$ cat config.mk
export PLATFORM = sky130hd
export DESIGN_NAME = gcn_coo_aggregation
export DESIGN_NICKNAME = d
export VERILOG_FILES = /design/src/rtl/gcn_pkg.sv /design/src/rtl/gcn_argmax_row.sv /design/src/rtl/gcn_coo_aggregation.sv
export SDC_FILE = /design/constraint.sdc
export NUM_CORES = 2
export LEC_CHECK = 0
export ABC_AREA = 1
export CORE_ASPECT_RATIO = 1.4
export CORE_MARGIN = 3
export CORE_UTILIZATION = 35
export CTS_CLUSTER_SIZE = 8
export DETAILED_ROUTE_END_ITERATION = 8
export PLACE_DENSITY_LB_ADDON = 0.08
export SLEW_MARGIN = 20
export SYNTH_ARGS = -nofsm -noshare
export SYNTH_HDL_FRONTEND = slang
export SYNTH_SLANG_ARGS = --single-unit
$ cat constraint.sdc
create_clock -name clk -period 5.65 [get_ports clk]
set_input_delay 1.13 -clock clk [delete_from_list [all_inputs] [get_ports clk]]
set_output_delay 1.13 -clock clk [all_outputs]
set_load 0.01 [all_outputs]
$ cat src/rtl/gcn_pkg.sv
// Shared widths, FSM state encoding and row type for the GCN COO aggregation stage.
package gcn_pkg;

    localparam int FEATURE_ROWS      = 6;
    localparam int WEIGHT_COLS       = 3;
    localparam int DOT_PROD_WIDTH    = 16;
    localparam int COO_NUM_OF_COLS   = 6;
    localparam int COO_BW            = $clog2(COO_NUM_OF_COLS);
    localparam int MAX_ADDRESS_WIDTH = 2;
    localparam int ROW_BW            = $clog2(FEATURE_ROWS);

    typedef enum logic [2:0] {
        IDLE,
        LOAD,
        EDGE,
        ARGMAX,
        DONE
    } state_t;

    typedef logic [WEIGHT_COLS-1:0][DOT_PROD_WIDTH-1:0] agg_row_t;

endpackage

$ cat src/rtl/gcn_argmax_row.sv
// Combinational argmax across one AGG row; on equal values the lowest column index wins.
module gcn_argmax_row
    import gcn_pkg::*;
(
    input  logic [WEIGHT_COLS-1:0][DOT_PROD_WIDTH-1:0] agg_row,
    output logic [MAX_ADDRESS_WIDTH-1:0]               max_idx
);

    logic [DOT_PROD_WIDTH-1:0] best;

    // NOTE: combinational logic uses blocking '=' and assigns every output first, so no latch is inferred.
    always_comb begin
        max_idx = '0;
        best    = agg_row[0];
        for (int c = 1; c < WEIGHT_COLS; c++) begin
            if (agg_row[c] > best) begin
                best    = agg_row[c];
                max_idx = MAX_ADDRESS_WIDTH'(c);
            end
        end
    end

endmodule

$ cat src/rtl/gcn_coo_aggregation.sv
// Forms AGG = (A + I) * FW by walking a COO edge list one edge per cycle, then argmaxes each row.
module gcn_coo_aggregation
    import gcn_pkg::*;
(
    input  logic                                                      clk,
    input  logic                                                      reset,
    input  logic                                                      start,
    input  logic [FEATURE_ROWS-1:0][WEIGHT_COLS-1:0][DOT_PROD_WIDTH-1:0] fm_wm_in,
    input  logic [2*COO_BW-1:0]                                       coo_in,
    output logic [COO_BW-1:0]                                         coo_address,
    output logic                                                      done,
    output logic [FEATURE_ROWS-1:0][MAX_ADDRESS_WIDTH-1:0]            max_addi_answer
);

    localparam logic [COO_BW-1:0] MAX_ID    = COO_BW'(FEATURE_ROWS);
    localparam logic [COO_BW-1:0] LAST_EDGE = COO_BW'(COO_NUM_OF_COLS - 1);
    localparam logic [ROW_BW-1:0] LAST_ROW  = ROW_BW'(FEATURE_ROWS - 1);

    state_t                      state;
    agg_row_t [FEATURE_ROWS-1:0] agg;
    logic [COO_BW-1:0]           edge_cnt;
    logic [ROW_BW-1:0]           row_cnt;
    logic [MAX_ADDRESS_WIDTH-1:0] row_max;

    logic [COO_BW-1:0] src_id, dst_id, src_idx, dst_idx;
    logic              edge_ok;

    // edge_cnt returns to zero when the walk ends, so the address reads 0 in every other state.
    assign coo_address = edge_cnt;

    // COO node ids are 1-based; id 0 or an id past the last node marks an unused edge slot.
    always_comb begin
        src_id  = coo_in[2*COO_BW-1:COO_BW];
        dst_id  = coo_in[COO_BW-1:0];
        src_idx = src_id - COO_BW'(1);
        dst_idx = dst_id - COO_BW'(1);
        edge_ok = (src_id != '0) && (dst_id != '0) && (src_id <= MAX_ID) && (dst_id <= MAX_ID);
    end

    gcn_argmax_row u_argmax (
        .agg_row (agg[row_cnt]),
        .max_idx (row_max)
    );

    // NOTE: AGG is reset along with the FSM because an aborted run must leave no partial sums visible.
    always_ff @(posedge clk or negedge reset) begin
        if (!reset) begin
            state           <= IDLE;
            agg             <= '0;
            edge_cnt        <= '0;
            row_cnt         <= '0;
            done            <= 1'b0;
            max_addi_answer <= '0;
        end else begin
            case (state)
                IDLE: begin
                    if (start) state <= LOAD;
                end
                LOAD: begin
                    agg      <= fm_wm_in;
                    edge_cnt <= '0;
                    state    <= EDGE;
                end
                EDGE: begin
                    // Neighbour terms always come from FW so edge order never matters.
                    if (edge_ok) begin
                        for (int c = 0; c < WEIGHT_COLS; c++) begin
                            agg[src_idx][c] <= agg[src_idx][c] + fm_wm_in[dst_idx][c];
                            if (src_idx != dst_idx)
                                agg[dst_idx][c] <= agg[dst_idx][c] + fm_wm_in[src_idx][c];
                        end
                    end
                    if (edge_cnt == LAST_EDGE) begin
                        edge_cnt <= '0;
                        row_cnt  <= '0;
                        state    <= ARGMAX;
                    end else begin
                        edge_cnt <= edge_cnt + COO_BW'(1);
                    end
                end
                ARGMAX: begin
                    max_addi_answer[row_cnt] <= row_max;
                    if (row_cnt == LAST_ROW) begin
                        row_cnt <= '0;
                        done    <= 1'b1;
                        state   <= DONE;
                    end else begin
                        row_cnt <= row_cnt + ROW_BW'(1);
                    end
                end
                DONE: begin
                    if (!start) begin
                        done  <= 1'b0;
                        state <= IDLE;
                    end
                end
                default: state <= IDLE;
            endcase
        end
    end

endmodule

==> flow_metrics.env <==
export IMPL_synth_xor_xnor_area_share=0.01198
export IMPL_totalNegativeSetupSlack_ns=0
export IMPL_wl_met3_mm=19.75
export IMPL_sequential_cell_area_fraction_in_the_yosys_report=0.2257
export IMPL_postSynthNetCount=5970
export IMPL_number_of_antenna_violations_at_the_first_check_in_global_routing=2
export IMPL_drc=2
export IMPL_gp_routability_congestion=1.032
export IMPL_fin_crit_ns=5.377
export IMPL_yosysWarnings=0
export IMPL_vias_per_cell=6.382
export IMPL_p_leak_uw=0.01911
export IMPL_rsz_0062_raised_after_global_routing="no"
export IMPL_timing_hold_worst_class="register to register"
export IMPL_grt_pass1_vias=44430
export IMPL_area_growth_pct=24.16
export IMPL_max_clock_path_buffers=3
export IMPL_slowest_stage="dfrtp_2"
export IMPL_synth_top_family_by_area="compound AO/OA/AOI/OAI gates"
export IMPL_adder_and_majority_gate_portion_of_the_synthesized_area=0.05010
export IMPL_max_slew_worst_pin_slew_ns=1.118
export IMPL_worst_path_largest_cell_delay_ns=0.51
export IMPL_top_signal_layer_used="met5"
export IMPL_antennaDiodeCount=0
export IMPL_post_synth_num_cell_types=51
export IMPL_placed_cells=7152
export IMPL_start_util=0.3538
export IMPL_tritoncts="done"
export IMPL_area_sequential_mm2=0.007762
export IMPL_clock_fmax_mhz=186.0
export IMPL_route_vias_total=46050
export IMPL_top_post_synthesis_cells_by_area="dfrtp_1 23%, nand2_1 14%, a21oi_1 12%"
export IMPL_dp_hpwl_mm=150.0
export IMPL_final_max_slew_viol_count=0
export IMPL_critical_path_endpoint_type="register"
export IMPL_met2WireLength_mm=96.67
export IMPL_globalRouteTotalUtil=0.4026
export IMPL_maximum_number_of_pins_on_one_net_before_global_route_repair=139
export IMPL_syn_instance_count=5539
export IMPL_worst_ep_required_time_ns=6.22
export IMPL_critical_path_startpoint_type="register"
export IMPL_cts_htree_levels=2
export IMPL_worstRegToRegCells=29
export IMPL_grt_overflow=0
export IMPL_final_hold_viol_count=0
export IMPL_final_net_count=6330
export IMPL_fin_skew_ns=0.02361
export IMPL_clk_insertion_delay_late_ns=0.64
export IMPL_drt_wl_total_mm=213.9
export IMPL_ys_dominant_reg_cell="dfrtp_1"
export IMPL_die_height_um=376.8
export IMPL_muxShareOfSynthArea=0
export IMPL_final_min_period_over_clock_period=0.9517
export IMPL_drt_first_pass_iters=9
export IMPL_hold_buffers=0
export IMPL_violations_in_the_final_reports="DRC"
export IMPL_synth_compound_gate_area_share=0.3286
export IMPL_rows=135
export IMPL_synth_area_mm2=0.03436
export IMPL_holdPathStages=1
export IMPL_synth_largest_area_cell="dfrtp_1"
export IMPL_worst_ir_drop_vdd_v=0.0005187
export IMPL_ff2ff_setup_slack_ns=0.27
export IMPL_postSynthRegisterBits=310
export IMPL_synth_edff_count=0
export IMPL_avgRoutedWirePerCell_um=29.65
export IMPL_grt_first_pass_wirelength_mm=305.7
export IMPL_floorplan_io_pins=313
export IMPL_core_mm2=0.09712
export IMPL_synth_avg_cell_area_um2=6.204
export IMPL_max_cap_viol_count=0
export IMPL_die_width_um=270.8
export IMPL_commonest_cells_after_routing_fill_and_taps_aside="1,242 x nand2_1, 802 x a21oi_1, 591 x nand3_1, 494 x inv_1, 346 x buf_4"
export IMPL_full_die_area_mm2=0.1020
export IMPL_dr_first_iter_drc_count=5453
export IMPL_synth_async_sr_flop_share=1.000
export IMPL_run_status="finished, violations left"
export IMPL_routedLengthMet1_mm=77.42
export IMPL_yosysTopAreaCellShare=0.2257
export IMPL_final_instance_count_excl_fill=7215
export IMPL_finished_core_util=0.4393
export IMPL_clk_pin_slew_ns=0.06
export IMPL_io_buffer_count=312
export IMPL_report_final_setup_viol=0
export IMPL_yosys_area_share_simple=0.2749
export IMPL_power_density_mw_per_mm2=604.0
export IMPL_tritoncts_num_buffers=46
export IMPL_ant_nets=0
export IMPL_clkSinkCount=310
export IMPL_cpMostUsedCell="nand2_1"
export IMPL_multi_input_comb_area_mm2=0.02299
export IMPL_timing_worst_setup_path_type="register to register"
export IMPL_relSlewSlack=0.2544
export IMPL_critical_path_peak_fanout=33
export IMPL_cts_root_buf="clkbuf_16"
export IMPL_cp_arrival_ns=5.95
export IMPL_drive_above_1_share=0.08877
export IMPL_mostFrequentLayoutCell="nand2_1"
export IMPL_fillers=10440
layer usage:
metal | vias up | track usage
met5 | - | 0
met4 | 4 | 0.3115
met3 | 1031 | 0.07060
met2 | 3178 | 0.6577
met1 | 21630 | 0.4679
li1 | 20210 | -
cell type report:
class / instances / share of cell area
multi-input combinational: 4296 / 0.5389
sequential: 310 / 0.1819
timing repair buffer: 723 / 0.1647
inverter: 522 / 0.04654
tap: 1301 / 0.03815
clock buffer: 59 / 0.02883
clock inverter: 4 / 0.0009091
flip-flops by register name (all words and copies together), names as in the netlist:
| register | cells |
|---|---|
| state | 3 |
| agg | 288 |
| row_cnt | 3 |
| done | 1 |
| max_addi_answer | 12 |
| coo_address | 3 |
logic make-up after synthesis:
family / after synthesis
AO/OA/AOI/OAI: 1852
XOR/XNOR: 47
adder cells (fa/ha/maj): 134
buffers and inverters: 933
flip-flops: 310
AND/OR/NAND/NOR: 2263
timing repair:
action,CTS,global route
resized for setup,0,2
setup buffers,0,0
hold endpoints to repair,0,0
endpoints found under the setup margin,0,12
Yosys cell counts, types with 20 or more instances:
| cell | n |
|---|---|
| dfrtp_1 | 310 |
| buf_2 | 154 |
| xor2_1 | 27 |
| o21ai_0 | 282 |
| nand3_1 | 594 |
| o211ai_1 | 166 |
| nor2_1 | 348 |
| xnor2_1 | 20 |
| o22ai_1 | 171 |
| a221oi_1 | 149 |
| ha_1 | 128 |
| a21oi_1 | 802 |
| inv_1 | 498 |
| nand2_1 | 1246 |
| inv_2 | 23 |
| clkbuf_1 | 188 |
| a22oi_1 | 151 |
| o221ai_1 | 75 |
| buf_1 | 60 |
power breakdown:
part | internal (uW) | switching (uW)
logic | 6340 | 12100
registers | 3390 | 1230
clock network | 1500 | 1250
through the flow:
step / power [uW] / setup WS, ns / hold WS, ns / instance area [um2]
after global placement: 22410 / 0.01966 / 0.4669 / 41390
after CTS: 25300 / 0.06727 / 0.4820 / 42660
after floorplan: 15000 / 0.9445 / 0.4949 / 34360
final: 25770 / 0.2731 / 0.4752 / 42670
after detailed placement: 22490 / -0.06407 / 0.4690 / 41390
after global routing: 27450 / 0.02976 / 0.5091 / 42670
worst paths after layout:
kind / start / to
max in group asynchronous: reset / agg[50]$_DFFE_PN0P_
hold / removal: coo_address[2]$_DFFE_PN0N_ / coo_address[2]$_DFFE_PN0N_
setup / recovery: row_cnt[1]$_DFFE_PN0P_ / max_addi_answer[6]$_DFFE_PN0P_
min in group asynchronous: reset / agg[268]$_DFFE_PN0P_
hold reg to reg: coo_address[2]$_DFFE_PN0N_ / coo_address[2]$_DFFE_PN0N_
setup reg to reg: row_cnt[1]$_DFFE_PN0P_ / max_addi_answer[6]$_DFFE_PN0P_
critical path, delay by kind of cell, from the launching register on:
family / cells / cell delay [ns]
buffers and inverters: 8 / 1.52
AO/OA/AOI/OAI: 4 / 0.34
flip-flops: 1 / 0.51
adder cells (fa/ha/maj): 2 / 0.60
AND/OR/NAND/NOR: 15 / 2.30
Note: power is estimated with default switching activity, not from simulation.
